## config.mk

```make
export PLATFORM = sky130hd
export DESIGN_NAME = apb_dmem_master_flat
export DESIGN_NICKNAME = d
export VERILOG_FILES = /design/src/rtl/nq_mem_pkg.sv /design/src/rtl/apb_dmem_master_if.sv /design/src/rtl/apb_wait_timer.sv /design/src/rtl/apb_dmem_master.sv /design/src/flat_wrapper.sv
export SDC_FILE = /design/constraint.sdc
export NUM_CORES = 1
export LEC_CHECK = 0
export CAP_MARGIN = 20
export CORE_MARGIN = 5
export CORE_UTILIZATION = 42
export DETAILED_ROUTE_END_ITERATION = 10
export HOLD_SLACK_MARGIN = 0.05
export PLACE_DENSITY = 0.79
export SLEW_MARGIN = 20
export SYNTH_ARGS = -nofsm -noshare
export SYNTH_HDL_FRONTEND = slang
export SYNTH_SLANG_ARGS = --single-unit
```

## constraint.sdc

```tcl
create_clock -name clk -period 2.65 [get_ports clk]
set_input_delay 0.265 -clock clk [delete_from_list [all_inputs] [get_ports clk]]
set_output_delay 0.265 -clock clk [all_outputs]
set_load 0.005 [all_outputs]
```

## src/rtl/nq_mem_pkg.sv

```systemverilog
// Shared definitions for the NanoQuarter data-memory APB path.
package nq_mem_pkg;

  typedef enum logic [1:0] {
    ST_IDLE   = 2'd0,
    ST_SETUP  = 2'd1,
    ST_ACCESS = 2'd2
  } apb_state_e;

  localparam int NQ_ADDR_W  = 6;
  localparam int NQ_DATA_W  = 16;
  localparam int NQ_TIMEOUT = 15;

  // Width of a counter that must be able to hold the value TIMEOUT.
  function automatic int wait_cnt_w(input int timeout);
    return (timeout < 1) ? 1 : $clog2(timeout + 1);
  endfunction

endpackage

```

## src/rtl/apb_dmem_master_if.sv

```systemverilog
// Memory-stage request/response and APB bus signals of the data-memory master.
interface apb_dmem_master_if #(
  parameter int ADDR_W = 6,
  parameter int DATA_W = 16
);
  logic              req_valid;
  logic              req_ready;
  logic              req_write;
  logic [ADDR_W-1:0] req_addr;
  logic [DATA_W-1:0] req_wdata;
  logic              rsp_valid;
  logic [DATA_W-1:0] rsp_rdata;
  logic              rsp_err;
  logic              stall;
  logic              psel;
  logic              penable;
  logic              pwrite;
  logic [ADDR_W-1:0] paddr;
  logic [DATA_W-1:0] pwdata;
  logic              pready;
  logic              pslverr;
  logic [DATA_W-1:0] prdata;

  modport master (
    input  req_valid, req_write, req_addr, req_wdata,
    output req_ready, rsp_valid, rsp_rdata, rsp_err, stall,
    output psel, penable, pwrite, paddr, pwdata,
    input  pready, pslverr, prdata
  );

  modport slave (
    output req_valid, req_write, req_addr, req_wdata,
    input  req_ready, rsp_valid, rsp_rdata, rsp_err, stall,
    input  psel, penable, pwrite, paddr, pwdata,
    output pready, pslverr, prdata
  );
endinterface

```

## src/rtl/apb_wait_timer.sv

```systemverilog
// Saturating ACCESS wait-state counter; expired flags that the next wait reaches TIMEOUT.
module apb_wait_timer
  import nq_mem_pkg::*;
#(
  parameter int TIMEOUT = NQ_TIMEOUT
) (
  input  logic clk,
  input  logic rst,
  input  logic clear,
  input  logic enable,
  output logic expired
);

  localparam int CNT_W = wait_cnt_w(TIMEOUT);
  localparam logic [CNT_W-1:0] LIMIT = CNT_W'(TIMEOUT);
  localparam logic [CNT_W-1:0] LAST  = CNT_W'(TIMEOUT - 1);

  logic [CNT_W-1:0] count;

  // Count wait states, clear on a new request, hold at LIMIT.
  always_ff @(posedge clk) begin
    if (!rst) begin
      count <= '0;
    end else if (clear) begin
      count <= '0;
    end else if (enable && (count != LIMIT)) begin
      count <= count + CNT_W'(1);
    end
  end

  // Looks one increment ahead so the abort lands on the cycle the count hits TIMEOUT.
  assign expired = (count >= LAST);

endmodule

```

## src/rtl/apb_dmem_master.sv

```systemverilog
// APB master for the data memory: one load/store at a time, SETUP/ACCESS with waits and timeout.
module apb_dmem_master
  import nq_mem_pkg::*;
#(
  parameter int ADDR_W  = NQ_ADDR_W,
  parameter int DATA_W  = NQ_DATA_W,
  parameter int TIMEOUT = NQ_TIMEOUT
) (
  input logic               clk,
  input logic               rst,
  apb_dmem_master_if.master bus
);

  apb_state_e        state;
  apb_state_e        state_next;

  logic              write_q;
  logic [ADDR_W-1:0] addr_q;
  logic [DATA_W-1:0] wdata_q;

  logic              rsp_valid_q;
  logic [DATA_W-1:0] rsp_rdata_q;
  logic              rsp_err_q;

  logic              req_ready_c;
  logic              psel_c;
  logic              penable_c;
  logic              pwrite_c;
  logic [ADDR_W-1:0] paddr_c;
  logic [DATA_W-1:0] pwdata_c;
  logic              stall_c;

  logic              accept;
  logic              in_access;
  logic              wait_en;
  logic              expired;
  logic              abort;

  assign accept    = bus.req_valid & req_ready_c;
  assign in_access = (state == ST_ACCESS);
  assign wait_en   = in_access & ~bus.pready;
  assign abort     = wait_en & expired;

  apb_wait_timer #(
    .TIMEOUT (TIMEOUT)
  ) u_wait_timer (
    .clk     (clk),
    .rst     (rst),
    .clear   (accept),
    .enable  (wait_en),
    .expired (expired)
  );

  // State register.
  always_ff @(posedge clk) begin
    if (!rst) begin
      state <= ST_IDLE;
    end else begin
      state <= state_next;
    end
  end

  // Next-state logic: pready takes priority over an expiring timer.
  always_comb begin
    state_next = state;
    case (state)
      ST_IDLE:   if (accept) state_next = ST_SETUP;
      ST_SETUP:  state_next = ST_ACCESS;
      ST_ACCESS: if (bus.pready || abort) state_next = ST_IDLE;
      default:   state_next = ST_IDLE;
    endcase
  end

  // Output decode: bus address/data only driven outside IDLE.
  always_comb begin
    req_ready_c = 1'b0;
    psel_c      = 1'b0;
    penable_c   = 1'b0;
    pwrite_c    = 1'b0;
    paddr_c     = '0;
    pwdata_c    = '0;
    case (state)
      ST_IDLE: begin
        req_ready_c = rst;
      end
      ST_SETUP: begin
        psel_c   = 1'b1;
        pwrite_c = write_q;
        paddr_c  = addr_q;
        pwdata_c = wdata_q;
      end
      ST_ACCESS: begin
        psel_c    = 1'b1;
        penable_c = 1'b1;
        pwrite_c  = write_q;
        paddr_c   = addr_q;
        pwdata_c  = wdata_q;
      end
      default: ;
    endcase
    // Held in reset as well, so the pipeline never runs ahead of the memory port.
    stall_c = ~rst | (state != ST_IDLE) | (bus.req_valid & ~req_ready_c);
  end

  // Capture the accepted request; reset discards any transfer in flight.
  always_ff @(posedge clk) begin
    if (!rst) begin
      write_q <= 1'b0;
      addr_q  <= '0;
      wdata_q <= '0;
    end else if (accept) begin
      write_q <= bus.req_write;
      addr_q  <= bus.req_addr;
      wdata_q <= bus.req_wdata;
    end
  end

  // Response registers: one-cycle valid pulse, data/error held until next completion.
  always_ff @(posedge clk) begin
    if (!rst) begin
      rsp_valid_q <= 1'b0;
      rsp_rdata_q <= '0;
      rsp_err_q   <= 1'b0;
    end else begin
      rsp_valid_q <= 1'b0;
      if (in_access && bus.pready) begin
        rsp_valid_q <= 1'b1;
        rsp_rdata_q <= write_q ? '0 : bus.prdata;
        rsp_err_q   <= bus.pslverr;
      end else if (abort) begin
        rsp_valid_q <= 1'b1;
        rsp_rdata_q <= '0;
        rsp_err_q   <= 1'b1;
      end
    end
  end

  assign bus.req_ready = req_ready_c;
  assign bus.stall     = stall_c;
  assign bus.psel      = psel_c;
  assign bus.penable   = penable_c;
  assign bus.pwrite    = pwrite_c;
  assign bus.paddr     = paddr_c;
  assign bus.pwdata    = pwdata_c;
  assign bus.rsp_valid = rsp_valid_q;
  assign bus.rsp_rdata = rsp_rdata_q;
  assign bus.rsp_err   = rsp_err_q;

endmodule

```

## src/flat_wrapper.sv

```systemverilog
// flat-port wrapper written by rule: the top's interface ports become plain ports
module apb_dmem_master_flat import nq_mem_pkg::*;
#(
  parameter int ADDR_W  = NQ_ADDR_W,
  parameter int DATA_W  = NQ_DATA_W,
  parameter int TIMEOUT = NQ_TIMEOUT
)
  (clk, rst, bus_req_valid, bus_req_write, bus_req_addr, bus_req_wdata, bus_req_ready, bus_rsp_valid, bus_rsp_rdata, bus_rsp_err, bus_stall, bus_psel, bus_penable, bus_pwrite, bus_paddr, bus_pwdata, bus_pready, bus_pslverr, bus_prdata);
  apb_dmem_master_if #(.ADDR_W(ADDR_W), .DATA_W(DATA_W)) bus_i ();
  input logic clk;
  input logic rst;
  input wire logic [$bits(bus_i.req_valid)-1:0] bus_req_valid;
  input wire logic [$bits(bus_i.req_write)-1:0] bus_req_write;
  input wire logic [$bits(bus_i.req_addr)-1:0] bus_req_addr;
  input wire logic [$bits(bus_i.req_wdata)-1:0] bus_req_wdata;
  output wire logic [$bits(bus_i.req_ready)-1:0] bus_req_ready;
  output wire logic [$bits(bus_i.rsp_valid)-1:0] bus_rsp_valid;
  output wire logic [$bits(bus_i.rsp_rdata)-1:0] bus_rsp_rdata;
  output wire logic [$bits(bus_i.rsp_err)-1:0] bus_rsp_err;
  output wire logic [$bits(bus_i.stall)-1:0] bus_stall;
  output wire logic [$bits(bus_i.psel)-1:0] bus_psel;
  output wire logic [$bits(bus_i.penable)-1:0] bus_penable;
  output wire logic [$bits(bus_i.pwrite)-1:0] bus_pwrite;
  output wire logic [$bits(bus_i.paddr)-1:0] bus_paddr;
  output wire logic [$bits(bus_i.pwdata)-1:0] bus_pwdata;
  input wire logic [$bits(bus_i.pready)-1:0] bus_pready;
  input wire logic [$bits(bus_i.pslverr)-1:0] bus_pslverr;
  input wire logic [$bits(bus_i.prdata)-1:0] bus_prdata;
  assign bus_i.req_valid = bus_req_valid;
  assign bus_i.req_write = bus_req_write;
  assign bus_i.req_addr = bus_req_addr;
  assign bus_i.req_wdata = bus_req_wdata;
  assign bus_req_ready = bus_i.req_ready;
  assign bus_rsp_valid = bus_i.rsp_valid;
  assign bus_rsp_rdata = bus_i.rsp_rdata;
  assign bus_rsp_err = bus_i.rsp_err;
  assign bus_stall = bus_i.stall;
  assign bus_psel = bus_i.psel;
  assign bus_penable = bus_i.penable;
  assign bus_pwrite = bus_i.pwrite;
  assign bus_paddr = bus_i.paddr;
  assign bus_pwdata = bus_i.pwdata;
  assign bus_i.pready = bus_pready;
  assign bus_i.pslverr = bus_pslverr;
  assign bus_i.prdata = bus_prdata;
  apb_dmem_master #(.ADDR_W(ADDR_W), .DATA_W(DATA_W), .TIMEOUT(TIMEOUT)) u_core (.clk(clk), .rst(rst), .bus(bus_i));
endmodule
```

==> flow_summary.yaml, run 1 <==
status:
  status: "completed"
synth:
  synth_edf_count: 0
  yosys_register_bits: 47
  syn_nets: 271
  synth_top_family_by_area: "compound AO/OA/AOI/OAI gates"
  ys_seq_area_share_pct: 44.2
  synthXorXnorAreaFrac_pct: 0
  synth-async-reset-ratio_pct: 0
  synth_compound_area_share_pct: 23.1
  synthMuxAreaShare_pct: 0.470
  syn_area_um2: 2130
  syn_inst: 221
  yosys.area_share.adder_pct: 3.53
  yosysWarnings: 0
  syn_area_per_cell_um2: 9.63
  ys.flop_type: "dfxtp_1"
  synth.distinct_cells: 32
  yosys.area_share.simple_pct: 22.8
floorplanning:
  die_y_um: 81.2
  core_um2: 5010
  die_w_um: 81.2
  start_util_pct: 42.5
  dieArea_um2: 6590
  pin_count: 89
  std_cell_rows: 26
timing:
  fmax_ghz: 0.410
  tns_ns: 0
  tightest_slew_ns: 0.663
  finalHoldViolations: 0
  min_period_ns: 2.44
  slew_viol_final: 0
  slew_headroom_pct: 55.7
  fin_crit_sh_pct: 92.0
  setup_viol: 0
  skew_ns: 0.00856
  rsz0062_at_grt: "no"
worst_setup_path:
  crit_path_start_kind: "flip-flop"
  crit_end: "bus_pwdata[2]"
  cpPeakStageDelay_ns: 0.67
  worstPathCellList: "inv_1 > ha_1 > and2_1 > clkdlybuf4s50_1"
  r2r_end: "u_core.bus.rsp_rdata[2]"
  crit_path_start: "u_core.state[0]"
  end_kind: "primary output"
  worstReg2RegStart: "u_core.state[0]"
  rrSetupSlack_ns: 0.70
  crit_arrival_ns: 2.17
  worst-path-max-fanout: 24
  required_ns: 2.38
  worst-r2r-cell-count: 5
  path_class: "reg2out"
  crit_slowest_cell: "ha_1"
clock_network:
  clockRootBuffer: "clkbuf_8"
  clkTransAtPathRegs_ns: 0.08
  hold_buffers: 0
  cts_tree: "yes"
  clk_path_buf_depth: 2
  h-tree-depth: 2
  clk_latency_ns: 0.29
  cts_buffers: 5
  postCtsResizedCells: 0
  clock-sinks: 47
  post-cts-setup-buffers: 0
drt:
  routed_wl_um: 5270
  via_per_inst: 4.95
  drcViolationCount: 0
  drt_iter0_drc: 68
  vias: 1851
  ant_nets: 0
  dr.pass1.iters: 4
  wl_per_cell_um: 14.1
final_layout:
  final_nets: 353
  diodes: 0
  fin_area_um2: 3110
  areaGrowthSynthToFinish_pct: 46.3
  nFillCells: 454
  fin_cells: 374
  drive_gt1_share_pct: 4.61
grt:
  grtUsageTotal_pct: 16.2
  grt-ovfl-total: 0
  grt_pass1_wl_um: 8330
  antenna_found_initial: 0
  grt_start_max_net_pins: 26
  grt_pass1_vias: 1839
place:
  placedCellCount: 366
  dp_hpwl_um: 3790
  portBuffers: 88
  place_area_um2: 3020
  gp_congestion: 0.745
min_path:
  min_path_type: "reg2reg"
flow_run:
  max-cap-violations: 0
power:
  irDropWorstVdd_uv: 348
  power_mw: 2.03
  leakage_nw: 1.19
  power_density_nw_per_um2: 651
## where the power goes
group	switching (mW)	total (mW)	internal, mW
sequential	0.0621	0.874	0.812
clock	0.228	0.442	0.214
combinational	0.319	0.711	0.392
total	0.610	2.03	1.42
## Yosys cell counts (3+ instances only)
cell type / instances / area, um^2
nand2_1: 7 / 26.3
buf_2: 4 / 20.0
a21oi_1: 34 / 170
buf_6: 3 / 33.8
a22o_1: 23 / 201
inv_1: 4 / 15.0
ha_1: 6 / 75.1
nor3_1: 3 / 15.0
dfxtp_1: 47 / 941
buf_4: 4 / 30.0
clkbuf_1: 5 / 18.8
nor2b_1: 17 / 106
nand3b_1: 16 / 120
and2_1: 24 / 150
## per-stage QoR
step	hold slack, ns	utilization (%)	setup slack (ns)
after floorplan	0.390	-	1.22
after global placement	0.453	60.3	0.595
after detailed placement	0.458	60.3	0.538
after CTS	0.481	62.2	0.210
after global routing	0.493	62.2	0.0596
final	0.475	62.2	0.212
## state kept, by name, indices dropped and copies added, names as in the netlist
signal / count
u_core.wdata_q: 16
u_core.bus.rsp_valid: 1
u_core.bus.rsp_err: 1
u_core.bus.rsp_rdata: 16
u_core.state: 2
u_core.write_q: 1
u_core.u_wait_timer.count: 4
u_core.addr_q: 6
## layout by cell type, fill, tap and decap left out, types with 3 or more instances in the layout
master,instances
a21oi_1,34
ha_1,6
a22o_1,23
buf_4,4
inv_1,4
clkdlybuf4s50_1,88
nand3b_1,16
clkbuf_8,6
and2_1,24
nand2_1,7
nor2b_1,17
nor3_1,3
dfxtp_1,47
## routing by layer
metal | routed length [um] | global-route usage (%) | up-vias
met2 | 2320 | 26.7 | 65
li1 | - | - | 954
met4 | 29 | 3.55 | 0
met5 | 0 | 0 | -
met3 | 441 | 5.99 | 4
met1 | 2470 | 20.1 | 828
## layout make-up
cell class              count  area [um^2]  area share (%)
well taps                  70         87.6            2.81
clock inverters             1         8.76           0.281
multi-input cells         152         1060            34.1
clock buffers               7         86.3            2.77
flip-flops and latches     47          941            30.2
repair buffers             92          911            29.2
inverters                   5         18.8           0.603
## worst max-delay path, delay by kind of cell, from the launching register on
family	cells	cell delay (ns)
and+or+nand+nor	1	0.24
buffers and inverters	2	0.61
adders and majority gates	1	0.67
DFF	1	0.37
## how the worst min path moves through the flow
stage                       start                  to  slack [ns]  cells after the start
3_3_place_gp    u_core.wdata_q[0]   u_core.wdata_q[0]        0.45                      1
5_1_grt          u_core.addr_q[1]    u_core.addr_q[1]        0.49                      1
4_1_cts        u_core.wdata_q[11]  u_core.wdata_q[11]        0.48                      1
6_report       u_core.wdata_q[11]  u_core.wdata_q[11]        0.47                      1
3_5_place_dp   u_core.wdata_q[14]  u_core.wdata_q[14]        0.46                      1
2_1_floorplan     bus_req_addr[5]    u_core.addr_q[5]        0.39                      1
## kinds of logic after synthesis
logic type               Yosys count
AND/OR/NAND/NOR                   77
buffers and inverters             22
multiplexers                       1
AO/OA/AOI/OAI                     68
flip-flops                        47
adder cells (fa/ha/maj)            6
Power figures use the tool's default switching activity.
==> inputs of run 2 (changes only) <==
--- a/config.mk
+++ b/config.mk
@@ -11,7 +11,7 @@
 export DETAILED_ROUTE_END_ITERATION = 10
 export HOLD_SLACK_MARGIN = 0.05
 export PLACE_DENSITY = 0.79
-export SLEW_MARGIN = 20
+export SLEW_MARGIN = 0
 export SYNTH_ARGS = -nofsm -noshare
 export SYNTH_HDL_FRONTEND = slang
 export SYNTH_SLANG_ARGS = --single-unit
==> results of run 2 <==
No change in the layout: final DEF, timing and power equal those of run 1.
==> variant 1, RTL diff (settings of run 2) <==
The 3 states of `apb_state_e` get a one-hot encoding in 3 bits.
--- a/src/rtl/nq_mem_pkg.sv
+++ b/src/rtl/nq_mem_pkg.sv
@@ -1,10 +1,10 @@
 // Shared definitions for the NanoQuarter data-memory APB path.
 package nq_mem_pkg;
 
-  typedef enum logic [1:0] {
-    ST_IDLE   = 2'd0,
-    ST_SETUP  = 2'd1,
-    ST_ACCESS = 2'd2
+  typedef enum logic [2:0] {
+    ST_IDLE   = 3'b001,
+    ST_SETUP  = 3'b010,
+    ST_ACCESS = 3'b100
   } apb_state_e;
 
   localparam int NQ_ADDR_W  = 6;
Function: no difference found for any inputs over 10 cycles, from zero or initial values and one cycle with rst low; not proved beyond that.
==> variant 1 against run 2 <==
Worst hold slack got worse by 0.22 ns; core utilization rose by 1.9 points; area after synthesis down 6.9%; maximum frequency grew 6.3%; final area shrank 4.1%; first-iteration DRC count grew 63%; synthesized cell count down 1.8%; routed wire length shrank 6.0%; setup slack gained 0.14 ns; die area fell by 6.0%; sequential cell count up 1.
Power is not compared: it rests on default switching activity, and its combinational part moved more than twofold at a synthesized area within 25%.
==> variant 1: results (changes against run 2) <==
status complete, no violations; share of cells above drive strength 1 6.355% (+1.7 points); top cells by area, synth dfxtp_1, a32o_1, and2_1; Synth Area in Adders 1.263% (-2.3 points); Compound-Gate Fraction of Synth Area 17.93% (-5.2 points); non-filler cells, final 353 (-5.6%); global placement routability congestion 0.7125 (-4.4%); first-pass GRT wire length 7859 µm (-5.6%); crit path launch u_core.state[1]; Setup WS pre-CTS 0.6834 ns (+0.1454 ns); vias per cell 5.181 (+4.7%); Layout Nets 344 (-2.5%); M3 GR Usage 6.122% (+0.14 points); met2 Track Usage GR 25.13% (-1.6 points); vias in the first global route 1678 (-8.8%); FF-to-FF setup slack 0.83 ns (+0.13 ns); crit share post-route 86.53% (-5.5 points); Hold Startpoint rst; largest net degree at the start of global routing 66 (+150%); Worst Hold End u_core.bus.rsp_valid; Synth top cells by count dfxtp_1, nand3_1, and2_1, nand2_1, o21ai_1; Slew HR 51.24% (-4.4 points); net count after synthesis 263 (-3.0%); Placed Instance Area 2878 µm² (-4.7%); Overall Power 1449 µW; sequential cell area fraction in the yosys report 48.48% (+4.3 points); Yosys cell types 34 (+6.3%); hold slack 0.2564 ns (-0.2185 ns); reg-to-reg critical path endpoint u_core.bus.rsp_err; hold depth 3 (+2); Synth Instances 217 (-1.8%); GRT Util Overall 15.57% (-0.60 points)
## variant 1: cell count changes after synthesis, sizes merged, moves of 16 or more
cell,delta
nand3,+24
a22o,-23
nand3b,-16
nor2b,-16
nand2,+16
a21oi,-29
o21ai,+25
a32o,+16
## variant 1: worst max-delay path, cell delays in order (launching register included)
cell and delay (ns):
dfxtp_1 0.54, nand2b_1 0.13, a21oi_1 0.20, buf_4 0.22, and2_1 0.15, clkdlybuf4s50_1 0.51
## variant 1: area by class of cell
| cell class | instances | area, µm² |
|---|---|---|
| fillers | 414 | 1675 |
| flip-flops and latches | 48 | 960.9 |
| inverters | 4 | 15.01 |
| clock buffers | 6 | 72.57 |
| well taps | 54 | 67.56 |
| clock inverters | 2 | 35.03 |
| repair buffers | 92 | 905.9 |
| multi-input cells | 147 | 928.4 |
## variant 1: layer usage
layer  routed length [µm]  up-vias
li1                     -      936
met1                 2192      831
met2                 2254       58
met3                  457        4
met4                   43        0
met5                    0        -
==> variant 2, RTL diff (flow settings as in run 2) <==
Made on the original files. Change the package constant `NQ_TIMEOUT` from 15 to 30.
--- a/src/rtl/nq_mem_pkg.sv
+++ b/src/rtl/nq_mem_pkg.sv
@@ -9,7 +9,7 @@
 
   localparam int NQ_ADDR_W  = 6;
   localparam int NQ_DATA_W  = 16;
-  localparam int NQ_TIMEOUT = 15;
+  localparam int NQ_TIMEOUT = 30;
 
   // Width of a counter that must be able to hold the value TIMEOUT.
   function automatic int wait_cnt_w(input int timeout);
Function: same outputs for any inputs over 10 cycles, from zero or initial values and one cycle with rst low; that may be too few to reach the edited logic, so the function may still have changed.
==> variant 2 against run 2 <==
Sequential cell count increased by 1; global-route usage decreased by 0.44 points; routed wire length is 2.0% higher; setup slack improved by 0.037 ns; combinational power is 9.4% lower; area after synthesis up 1.3%; final area increased by 0.92%; total power is 4.9% lower.
==> variant 2: results (changes against run 2) <==
Synth Instances 220 (-0.45%); GRT Util Overall 15.73% (-0.44 points); Slew Limit Fails 0 (unchanged); maximum vdd drop 0.3053 mV (-12%); met1 Use GR 19.19% (-0.93 points); Layout Nets 350 (-0.85%); area share of the largest cell type after synthesis 44.57% (+0.36 points); Layout Skew 0.008405 ns (-0.0001514 ns); M3 GR Usage 5.482% (-0.50 points); vias in the first global route 1819 (-1.1%); Worst Hold End u_core.wdata_q[15]; Synth top cells by count dfxtp_1, and2_1, a22o_1; Hold Startpoint u_core.wdata_q[15]; WP data arrival 2.14 ns (-0.03 ns); Final HPWL DP 3805 µm (+0.28%); FF-to-FF setup slack 0.61 ns (-0.09 ns); WL final 5372 µm (+2.0%); first-pass GRT wire length 8224 µm (-1.2%); Residual DRC 0 (unchanged); status complete, no violations; top cells by area, synth dfxtp_1, a22o_1, and2_1; sequential cell area fraction in the yosys report 44.57% (+0.36 points); DR WL/cell 14.52 µm (+3.1%); Yosys cell types 38 (+19%); largest net degree at the start of global routing 33 (+27%); met2 Track Usage GR 26.47% (-0.22 points); reg-to-reg critical path endpoint u_core.u_wait_timer.count[3]; fillcell total 436 (-4.0%); R2R depth 5 (unchanged); vias per cell 5.184 (+4.7%); Pleak 0.001137 µW (-4.5%)
==> variant 2: cell types whose count changed in the layout (fill, tap and decap cells not counted), sizes merged, moves of 3 or more <==
cell	change
a21oi	-18
a311oi	+16
inv	+4
nand2	+13
nand3b	-16
nor2b	-17
o21ai	+3
==> variant 2: area by class of cell <==
type	instances	area (µm²)	share of cell area [%]
Inverter	8	30.03	0.9554
Sequential cell	48	960.9	30.57
Clock buffer	5	68.82	2.189
Tap cell	70	87.58	2.787
Clock inverter	3	18.77	0.5971
Timing Repair Buffer	92	910.9	28.98
Multi-Input combinational cell	144	1066	33.92
==> variant 2: power breakdown <==
part / leakage [µW] / switching, µW / internal [µW]
registers: 0.000391 / 48.4 / 809
clock network: 0.0000479 / 243 / 184
logic: 0.000698 / 302 / 342
total: 0.00114 / 593 / 1340
==> variant 2: worst max-delay path by stage <==
stage                     slack, ns              endpoint  cells after the start
after floorplan                0.96  u_core.bus.rsp_valid                      7
after global placement         0.56          bus_paddr[1]                      4
after detailed placement       0.52          bus_paddr[1]                      4
after CTS                      0.19          bus_paddr[1]                      4
after global routing           0.06        bus_pwdata[14]                      4
final                          0.25        bus_pwdata[14]                      4
==> variant 2: kinds of logic after synthesis <==
logic type | after synthesis | share of synthesized area (%)
fa+ha+maj | 7 | 4.062
mux | 1 | 0.4643
compound gates | 73 | 28.38
flops | 48 | 44.57
buf+inv | 28 | 6.152
simple gates | 63 | 16.37
==> variant 2: worst max-delay path, delay by kind of cell (launching register included) <==
family,cells,cell delay (ns)
adders and majority gates,1,0.66
buffers and inverters,2,0.61
DFF,1,0.36
and+or+nand+nor,1,0.21
==> variant 2: stage by stage <==
stage / total power [µW] / hold WS [ns] / setup slack, ns / instance area, µm² / util [%]
2_1_floorplan: 1207 / 0.3905 / 0.9626 / 2156 / -
3_3_place_gp: 1512 / 0.4519 / 0.5587 / 3055 / 60.60
3_5_place_dp: 1524 / 0.4584 / 0.5237 / 3055 / 60.60
4_1_cts: 1954 / 0.4804 / 0.1941 / 3143 / 62.33
5_1_grt: 2058 / 0.4988 / 0.05955 / 3143 / 62.33
6_report: 1928 / 0.4767 / 0.2490 / 3143 / 62.33
==> variant 2: layer usage <==
metal | vias to the layer above | wire length (µm)
met3 | 7 | 527
met5 | - | 0
met1 | 882 | 2361
met4 | 0 | 51
li1 | 959 | -
met2 | 70 | 2431
